`config.mk`:
```
export PLATFORM = sky130hd
export DESIGN_NAME = mitigation_stream_mux
export DESIGN_NICKNAME = d
export VERILOG_FILES = /design/src/rtl/mitigation_stream_mux.sv
export SDC_FILE = /design/constraint.sdc
export NUM_CORES = 1
export LEC_CHECK = 0
export BUFFER_PORTS_ARGS = -buffer_cell sky130_fd_sc_hd__buf_2
export CAP_MARGIN = 20
export CORE_MARGIN = 1.5
export CORE_UTILIZATION = 40
export DETAILED_ROUTE_END_ITERATION = 10
export HOLD_SLACK_MARGIN = 0.1
export PLACE_DENSITY = 0.66
export SLEW_MARGIN = 20
export SYNTH_ARGS = -nofsm -noshare
export SYNTH_HDL_FRONTEND = slang
export SYNTH_SLANG_ARGS = --single-unit
```
`constraint.sdc`:
```
create_clock -name sysClk -period 4.99 [get_ports sysClk]
set_input_delay 0.2495 -clock sysClk [delete_from_list [all_inputs] [get_ports sysClk]]
set_output_delay 0.2495 -clock sysClk [all_outputs]
set_load 0.01 [all_outputs]
```
`src/rtl/mitigation_stream_mux.sv`:
```
// mitigation_stream_mux: packet-atomic round-robin merge of the mitigation data
// stream and the marker keep-alive stream onto one registered DMA stream.
// Packets longer than MAX_BEATS are cut short with a forced TLAST, and the rest
// of the source packet is drained and discarded.
module mitigation_stream_mux #(
    parameter int unsigned AXI_WIDTH   = 32,
    parameter int unsigned MAX_BEATS   = 1024,
    parameter int unsigned COUNT_WIDTH = 16,
    parameter string       DEBUG       = "false"
) (
    input  logic                   sysClk,
    input  logic                   sysReset,
    (* mark_debug = DEBUG *) input  logic [AXI_WIDTH-1:0] sysDataTDATA,
    (* mark_debug = DEBUG *) input  logic                 sysDataTVALID,
    (* mark_debug = DEBUG *) input  logic                 sysDataTLAST,
    (* mark_debug = DEBUG *) output logic                 sysDataTREADY,
    (* mark_debug = DEBUG *) input  logic [AXI_WIDTH-1:0] sysMarkerTDATA,
    (* mark_debug = DEBUG *) input  logic                 sysMarkerTVALID,
    (* mark_debug = DEBUG *) input  logic                 sysMarkerTLAST,
    (* mark_debug = DEBUG *) output logic                 sysMarkerTREADY,
    (* mark_debug = DEBUG *) output logic [AXI_WIDTH-1:0] sysDmaTDATA,
    (* mark_debug = DEBUG *) output logic                 sysDmaTVALID,
    (* mark_debug = DEBUG *) output logic                 sysDmaTLAST,
    (* mark_debug = DEBUG *) input  logic                 sysDmaTREADY,
    output logic [COUNT_WIDTH-1:0] sysDataPackets,
    output logic [COUNT_WIDTH-1:0] sysMarkerPackets,
    output logic [COUNT_WIDTH-1:0] sysTruncCount
);

    localparam int unsigned BEAT_W = $clog2(MAX_BEATS);
    localparam logic [BEAT_W-1:0] LAST_SLOT = BEAT_W'(MAX_BEATS - 1);

    typedef enum logic [1:0] {
        IDLE,
        GRANT_DATA,
        GRANT_MARKER,
        DRAIN
    } state_t;

    (* mark_debug = DEBUG *) state_t state;

    // Owner of the current (or most recent) grant; 1 = marker.
    logic              grantMarker;
    logic [BEAT_W-1:0] beatCount;

    logic                 outReady;
    logic                 inGrant;
    logic                 selValid;
    logic                 selReady;
    logic                 selLast;
    logic [AXI_WIDTH-1:0] selData;
    logic                 accept;
    logic                 lastSlot;

    // Output buffer can take a beat when empty or draining this cycle.
    assign outReady = !sysDmaTVALID || sysDmaTREADY;
    assign inGrant  = (state == GRANT_DATA) || (state == GRANT_MARKER);

    // Slave ready: follows the output buffer while granted, forced high while draining.
    assign sysDataTREADY   = ((state == GRANT_DATA) && outReady) ||
                             ((state == DRAIN) && !grantMarker);
    assign sysMarkerTREADY = ((state == GRANT_MARKER) && outReady) ||
                             ((state == DRAIN) && grantMarker);

    // Granted-slave beat selection.
    assign selValid = grantMarker ? sysMarkerTVALID : sysDataTVALID;
    assign selReady = grantMarker ? sysMarkerTREADY : sysDataTREADY;
    assign selLast  = grantMarker ? sysMarkerTLAST  : sysDataTLAST;
    assign selData  = grantMarker ? sysMarkerTDATA  : sysDataTDATA;
    assign accept   = selValid && selReady;
    assign lastSlot = (beatCount == LAST_SLOT);

    // Single output register stage; holds its beat while the DMA side stalls.
    always_ff @(posedge sysClk or posedge sysReset) begin
        if (sysReset) begin
            sysDmaTVALID <= 1'b0;
            sysDmaTLAST  <= 1'b0;
            sysDmaTDATA  <= '0;
        end else if (outReady) begin
            sysDmaTVALID <= accept && inGrant;
            if (accept && inGrant) begin
                sysDmaTDATA <= selData;
                sysDmaTLAST <= selLast || lastSlot;
            end
        end
    end

    // Arbitration, beat counting, truncation and statistics.
    always_ff @(posedge sysClk or posedge sysReset) begin
        if (sysReset) begin
            state            <= IDLE;
            grantMarker      <= 1'b1;
            beatCount        <= '0;
            sysDataPackets   <= '0;
            sysMarkerPackets <= '0;
            sysTruncCount    <= '0;
        end else begin
            case (state)
                IDLE: begin
                    beatCount <= '0;
                    if (sysDataTVALID && (!sysMarkerTVALID || grantMarker)) begin
                        state       <= GRANT_DATA;
                        grantMarker <= 1'b0;
                    end else if (sysMarkerTVALID) begin
                        state       <= GRANT_MARKER;
                        grantMarker <= 1'b1;
                    end
                end
                GRANT_DATA, GRANT_MARKER: begin
                    if (accept) begin
                        if (selLast) begin
                            state <= IDLE;
                            if (grantMarker) begin
                                sysMarkerPackets <= sysMarkerPackets + COUNT_WIDTH'(1);
                            end else begin
                                sysDataPackets <= sysDataPackets + COUNT_WIDTH'(1);
                            end
                        end else if (lastSlot) begin
                            state <= DRAIN;
                            if (sysTruncCount != '1) begin
                                sysTruncCount <= sysTruncCount + COUNT_WIDTH'(1);
                            end
                        end else begin
                            beatCount <= beatCount + BEAT_W'(1);
                        end
                    end
                end
                DRAIN: begin
                    if (accept && selLast) begin
                        state <= IDLE;
                    end
                end
                default: state <= IDLE;
            endcase
        end
    end

endmodule

```
==> results of run 1 <==
-- final cells by class --
class                   count  area, um^2
clock buffers              11         253
clock inverters             5        78.8
fillers                  1046        5510
inverters                  13        51.3
multi-input cells         317        2160
flip-flops and latches     95        2380
well taps                 143         179
repair buffers            158         803
-- state kept, by name, summed over array words and instances, names as in the netlist --
signal	cells
sysDmaTLAST	1
beatCount	10
sysTruncCount	16
sysDmaTVALID	1
grantMarker	1
sysMarkerPackets	16
sysDataPackets	16
sysDmaTDATA	32
state	2
-- worst paths after layout --
kind / cells after the start / start / to
max: 6 / state[0]$_DFFE_PP0P_ / beatCount[5]$_DFFE_PP0P_
min: 3 / sysDataTDATA[27] / sysDmaTDATA[27]$_DFFE_PP0P_
max reg2reg: 6 / state[0]$_DFFE_PP0P_ / beatCount[5]$_DFFE_PP0P_
min reg2reg: 1 / sysDataPackets[15]$_DFFE_PP0P_ / sysDataPackets[15]$_DFFE_PP0P_
max in group asynchronous: 4 / sysReset / sysDataPackets[0]$_DFFE_PP0P_
min in group asynchronous: 3 / sysReset / sysTruncCount[5]$_DFFE_PP0P_
-- placed cells by master, fill, tap and decap left out, drive strengths merged, types with 4 or more instances in the layout --
cell type / synthesis / layout
a21o: 5 / 5
a21oi: 5 / 5
a31oi: 4 / 4
and2: 5 / 5
and3: 6 / 6
buf: 14 / 157
clkbuf: 7 / 11
dfrtp: 94 / 94
ha: 8 / 8
inv: 13 / 14
mux2: 4 / 4
mux2i: 36 / 36
nand2: 63 / 63
nand2b: 4 / 4
nand3: 18 / 18
nand4: 21 / 21
nor2: 15 / 15
nor3: 5 / 5
o211ai: 5 / 5
o21ai: 38 / 38
xnor2: 35 / 35
xor2: 10 / 10
-- power by group --
part           internal [W]  leakage [nW]   total, W  switching (W)
registers          0.000770          1.30   0.000770              0
logic             0.0000266          1.56  0.0000587      0.0000321
clock network      0.000466         0.166   0.000749       0.000283
-- per-layer routing --
layer / wire, um / global-route usage / vias to the layer above / part of all wire
met5: 0 / 0 / - / 0
met2: 5210 / 0.295 / 128 / 0.47
li1: - / - / 1871 / -
met1: 4870 / 0.241 / 1810 / 0.44
met3: 763 / 0.0517 / 8 / 0.070
met4: 129 / 0.0565 / 0 / 0.012
-- cell families after synthesis --
kind of cell               share of synthesized area
adders and majority gates                     0.0213
buffers and inverters                         0.0346
xor gates and xnor gates                      0.0838
AOI/OAI and AO/OA                              0.105
and+or+nand+nor                                0.161
DFF                                            0.506
muxes                                         0.0889
-- through the flow --
stage          worst slack (ns)  total power, W  hold slack (ns)
2_1_floorplan              2.27        0.000807            0.361
3_3_place_gp               2.42        0.000843            0.320
3_5_place_dp               2.30        0.000845            0.334
4_1_cts                    2.29         0.00160            0.165
5_1_grt                    1.97         0.00164            0.176
6_report                   2.30         0.00158            0.188
-- worst max-delay path, delay by kind of cell, from the launching register on --
kind	cells	cell delay, ns
AOI/OAI and AO/OA	2	0.96
and+or+nand+nor	3	0.95
adders and majority gates	1	0.30
DFF	1	0.41
==> out/qor.yml, run 1 <==
yosys:
  yosys.area.top_type: "dfrtp_1"
  synth_most_common_cell: "dfrtp_1"
  syn-num-nets: 525
  synth_area_per_cell_um2: 10.5
  synthesis.area_um2: 4700
  ys_warn_count: 0
  synth_common_cells: "dfrtp_1 (94), nand2_1 (63), mux2i_1 (35), xnor2_1 (35), o21ai_1 (30)"
  synthArstFlopShare: 1.00
  ys_seq_elements: 95
  synth-edff-count: 0
  netlist.area_leader.share: 0.500
  syn_inst: 446
  yosysSeqAreaShare: 0.506
  synth_cell_types: 52
  synth_top_cells_by_area: "dfrtp_1 (50%), mux2i_1 (7.4%), xnor2_1 (6.5%)"
  ys.flop_type: "dfrtp_1"
grt:
  grt.overflow.total: 0
  grt_max_degree: 67
  antenna_found_initial: 0
  grt_util_all_layers: 0.183
  grt_pass1_wl_mm: 18.5
  grt_pass1_vias: 3758
floorplanning:
  rows: 39
  die_x_um: 111
  start_util: 0.412
  core_um2: 11400
  die_area_um2: 12400
  die_h_um: 111
  io_pins: 155
status:
  outcome: "finished clean"
critical_path:
  endpoint_kind: "register"
  crit_path_max_fanout: 12
  required_ns: 5.25
  critical_path.slowest_cell: "o211ai_1"
  max_stage_delay_ns: 0.73
  cp.arrival_ns: 2.95
  start_kind: "register"
  cp_cell_sequence: "ha_1 -> or3b_4 -> and2b_1 -> o211ai_1 -> nand2b_1 -> a31oi_1"
  path_class: "register to register"
  rrSetupSlack_ns: 2.30
pwr:
  power_density_nw_per_um2: 267
  vdd_drop_max_mv: 0.162
  p_leak_nw: 3.03
clocking:
  clk_pin_slew_worst_paths_ns: 0.07
  postCtsHoldBufs: 1
  cts_setup_buffers: 0
  clock-sinks: 95
  numCtsBuffers: 9
  cts_tree: "built"
  cts_root_buf: "clkbuf_16"
  clockBufferDepth: 2
  clock_latency_ns: 0.34
  cts_htree_levels: 3
  cts-resized-gates: 0
job:
  maxCapViolCount: 0
timing:
  period_needed_ns: 2.69
  finalHoldViolCount: 0
  max_freq_mhz: 372
  slew_viol_final: 0
  clock_skew_ns: 0.00673
  rsz0062_at_grt: "false"
  slew_headroom: 0.408
  finalCritPeriodShare: 0.539
  fin_setup_tns_ns: 0
  finalSetupViolCount: 0
  worstMarginPinSlew_ns: 0.884
finish:
  syn_to_final_growth_pct: 25.6
  instances_no_fill: 742
  layout-drive-gt1-share: 0.306
  finalNetCount: 673
  diodes: 0
  fin_util: 0.517
  post-route-cell-area_um2: 5910
routing:
  drtAntennaViolNets: 0
  drc: 0
  firstDrtPassIters: 4
  vias_per_cell: 5.14
  vias: 3817
  drt_wl_total_mm: 11.0
  drt-initial-drc-count: 204
  wl_per_cell_um: 14.8
placement:
  dp_cells: 725
  placed_area_um2: 5560
  gp_congestion: 0.833
  io_buffers: 154
  dp_hpwl_mm: 8.20
worst_hold_path:
  hold_path_class: "input pin to register"
Power figures use the tool's default switching activity.
==> inputs of run 2 (changes only) <==
clock period = 2.81 ns   (was 4.99 ns; I/O delays follow)
==> run 2 against run 1 <==
Compared with the run above: sequential cell count unchanged; clock skew grew 0.0012 ns; count of clock-buffer cells in the layout is 2 higher; largest cell class unchanged.
==> out/qor.yml, run 2 (synthesis gave the netlist of run 1 again) <==
clocking:
  cts_htree_levels: 3
  cts_root_buf: "clkbuf_16"
  numCtsBuffers: 9
  clock_latency_ns: 0.34
  cts_tree: "built"
  clk_pin_slew_worst_paths_ns: 0.06
  cts-resized-gates: 0
  clock-sinks: 95
  clockBufferDepth: 2
timing:
  fin_setup_tns_ns: 0
  finalHoldViolCount: 0
  worstMarginPinSlew_ns: 0.615
  rsz0062_at_grt: "false"
  slew_viol_final: 0
  finalCritPeriodShare: 0.861
  max_freq_mhz: 413
  period_needed_ns: 2.42
  slew_headroom: 0.590
  clock_skew_ns: 0.00790
  whs_ns: 0.109
  finalSetupViolCount: 0
routing:
  vias: 4136
  firstDrtPassIters: 4
  wl_per_cell_um: 15.3
  drc: 0
  vias_per_cell: 5.14
  drt_wl_total_mm: 12.3
  drtAntennaViolNets: 0
  drt-initial-drc-count: 189
critical_path:
  path_class: "register to register"
  crit_path_max_fanout: 10
  start_kind: "register"
  required_ns: 3.04
  max_stage_delay_ns: 0.47
  cp_cell_sequence: "inv_1 -> ha_1 -> inv_2 -> or3b_1 -> a2111oi_4 -> nand4_1 -> xnor2_1"
  critical_path.slowest_cell: "ha_1"
  endpoint_kind: "register"
  cp.arrival_ns: 2.65
finish:
  regMostFlops: "sysDmaTDATA"
  largest_reg_flops: 32
  syn_to_final_growth_pct: 38.3
  final_common_cell: "buf_2"
  finalNetCount: 735
  nFillCells: 997
  diodes: 0
  layout-drive-gt1-share: 0.278
  most-common-layout-cells: "buf_2 (154), dfrtp_1 (94), nand2_1 (63)"
job:
  maxCapViolCount: 0
grt:
  grt_pass1_vias: 4240
  grt_util_all_layers: 0.205
  grt_max_degree: 67
  grt_pass1_wl_mm: 20.5
  grt.overflow.total: 0
  antenna_found_initial: 0
placement:
  gp_congestion: 0.881
  io_buffers: 154
  dp_hpwl_mm: 8.19
floorplanning:
  die_x_um: 111
  die_h_um: 111
  rows: 39
  start_util: 0.412
  io_pins: 155
  core_um2: 11400
  die_area_um2: 12400
pwr:
  p_leak_nw: 3.28
  power_density_nw_per_um2: 429
  vdd_drop_max_mv: 0.232
status:
  outcome: "finished clean"
worst_hold_path:
  hold_path_class: "input pin to register"
run 2: cell types whose count changed in the layout (fill, tap and decap cells not counted), sizes merged:
cell,change
buf,+3
inv,-1
bufinv,-1
clkbuf,+2
dlygate4sd3,+59
run 2: per-layer routing:
layer	track usage	routed length (um)
met1	0.255	5390
met2	0.338	5850
met3	0.0495	756
met4	0.0920	309
met5	0	0
run 2: final timing paths:
kind	start	end	slack (ns)	cells after the start
setup / recovery	state[0]$_DFFE_PP0P_	sysTruncCount[12]$_DFFE_PP0P_	0.39	7
hold / removal	sysMarkerTDATA[12]	sysDmaTDATA[12]$_DFFE_PP0P_	0.11	3
setup reg to reg	state[0]$_DFFE_PP0P_	sysTruncCount[12]$_DFFE_PP0P_	0.39	7
hold reg to reg	sysDataPackets[15]$_DFFE_PP0P_	sysDataPackets[15]$_DFFE_PP0P_	0.46	1
max in group asynchronous	sysReset	sysMarkerPackets[8]$_DFFE_PP0P_	1.62	4
min in group asynchronous	sysReset	sysTruncCount[11]$_DFFE_PP0P_	0.41	3
run 2: cell type report:
| class | count | area, um^2 | share of cell area |
|---|---|---|---|
| clock buffer | 13 | 260 | 0.0400 |
| timing repair buffer | 220 | 1430 | 0.220 |
| sequential | 95 | 2380 | 0.366 |
| clock inverter | 3 | 43.8 | 0.00673 |
| tap | 143 | 179 | 0.0275 |
| inverter | 13 | 51.3 | 0.00789 |
| multi-input combinational | 317 | 2160 | 0.332 |
run 2: power breakdown:
part	leakage, nW	switching, W	total [W]	internal, W
logic	1.83	0.0000721	0.000175	0.000102
clock network	0.150	0.000508	0.00125	0.000739
registers	1.30	0	0.00137	0.00137
run 2: worst max-delay path: cells and delay by family, from the launching register on:
kind,cells,cell delay [ns]
xor gates and xnor gates,1,0.15
DFF,1,0.40
AOI/OAI and AO/OA,1,0.45
buffers and inverters,2,0.22
adders and majority gates,1,0.47
and+or+nand+nor,2,0.62
run 2: stage by stage:
step,setup WS (ns),total power (W),utilization,cells,area [um^2]
after floorplan,0.194,0.00143,-,446,4700
after global placement,0.505,0.00150,0.490,728,5600
after detailed placement,0.381,0.00150,0.490,728,5600
after CTS,0.383,0.00282,0.570,804,6500
after global routing,0.222,0.00289,0.570,804,6500
final,0.391,0.00279,0.570,804,6500
run 2: timing repair:
action,CTS,global route
hold buffers,60,0
endpoints found under the hold margin,76,0
setup buffers,0,0
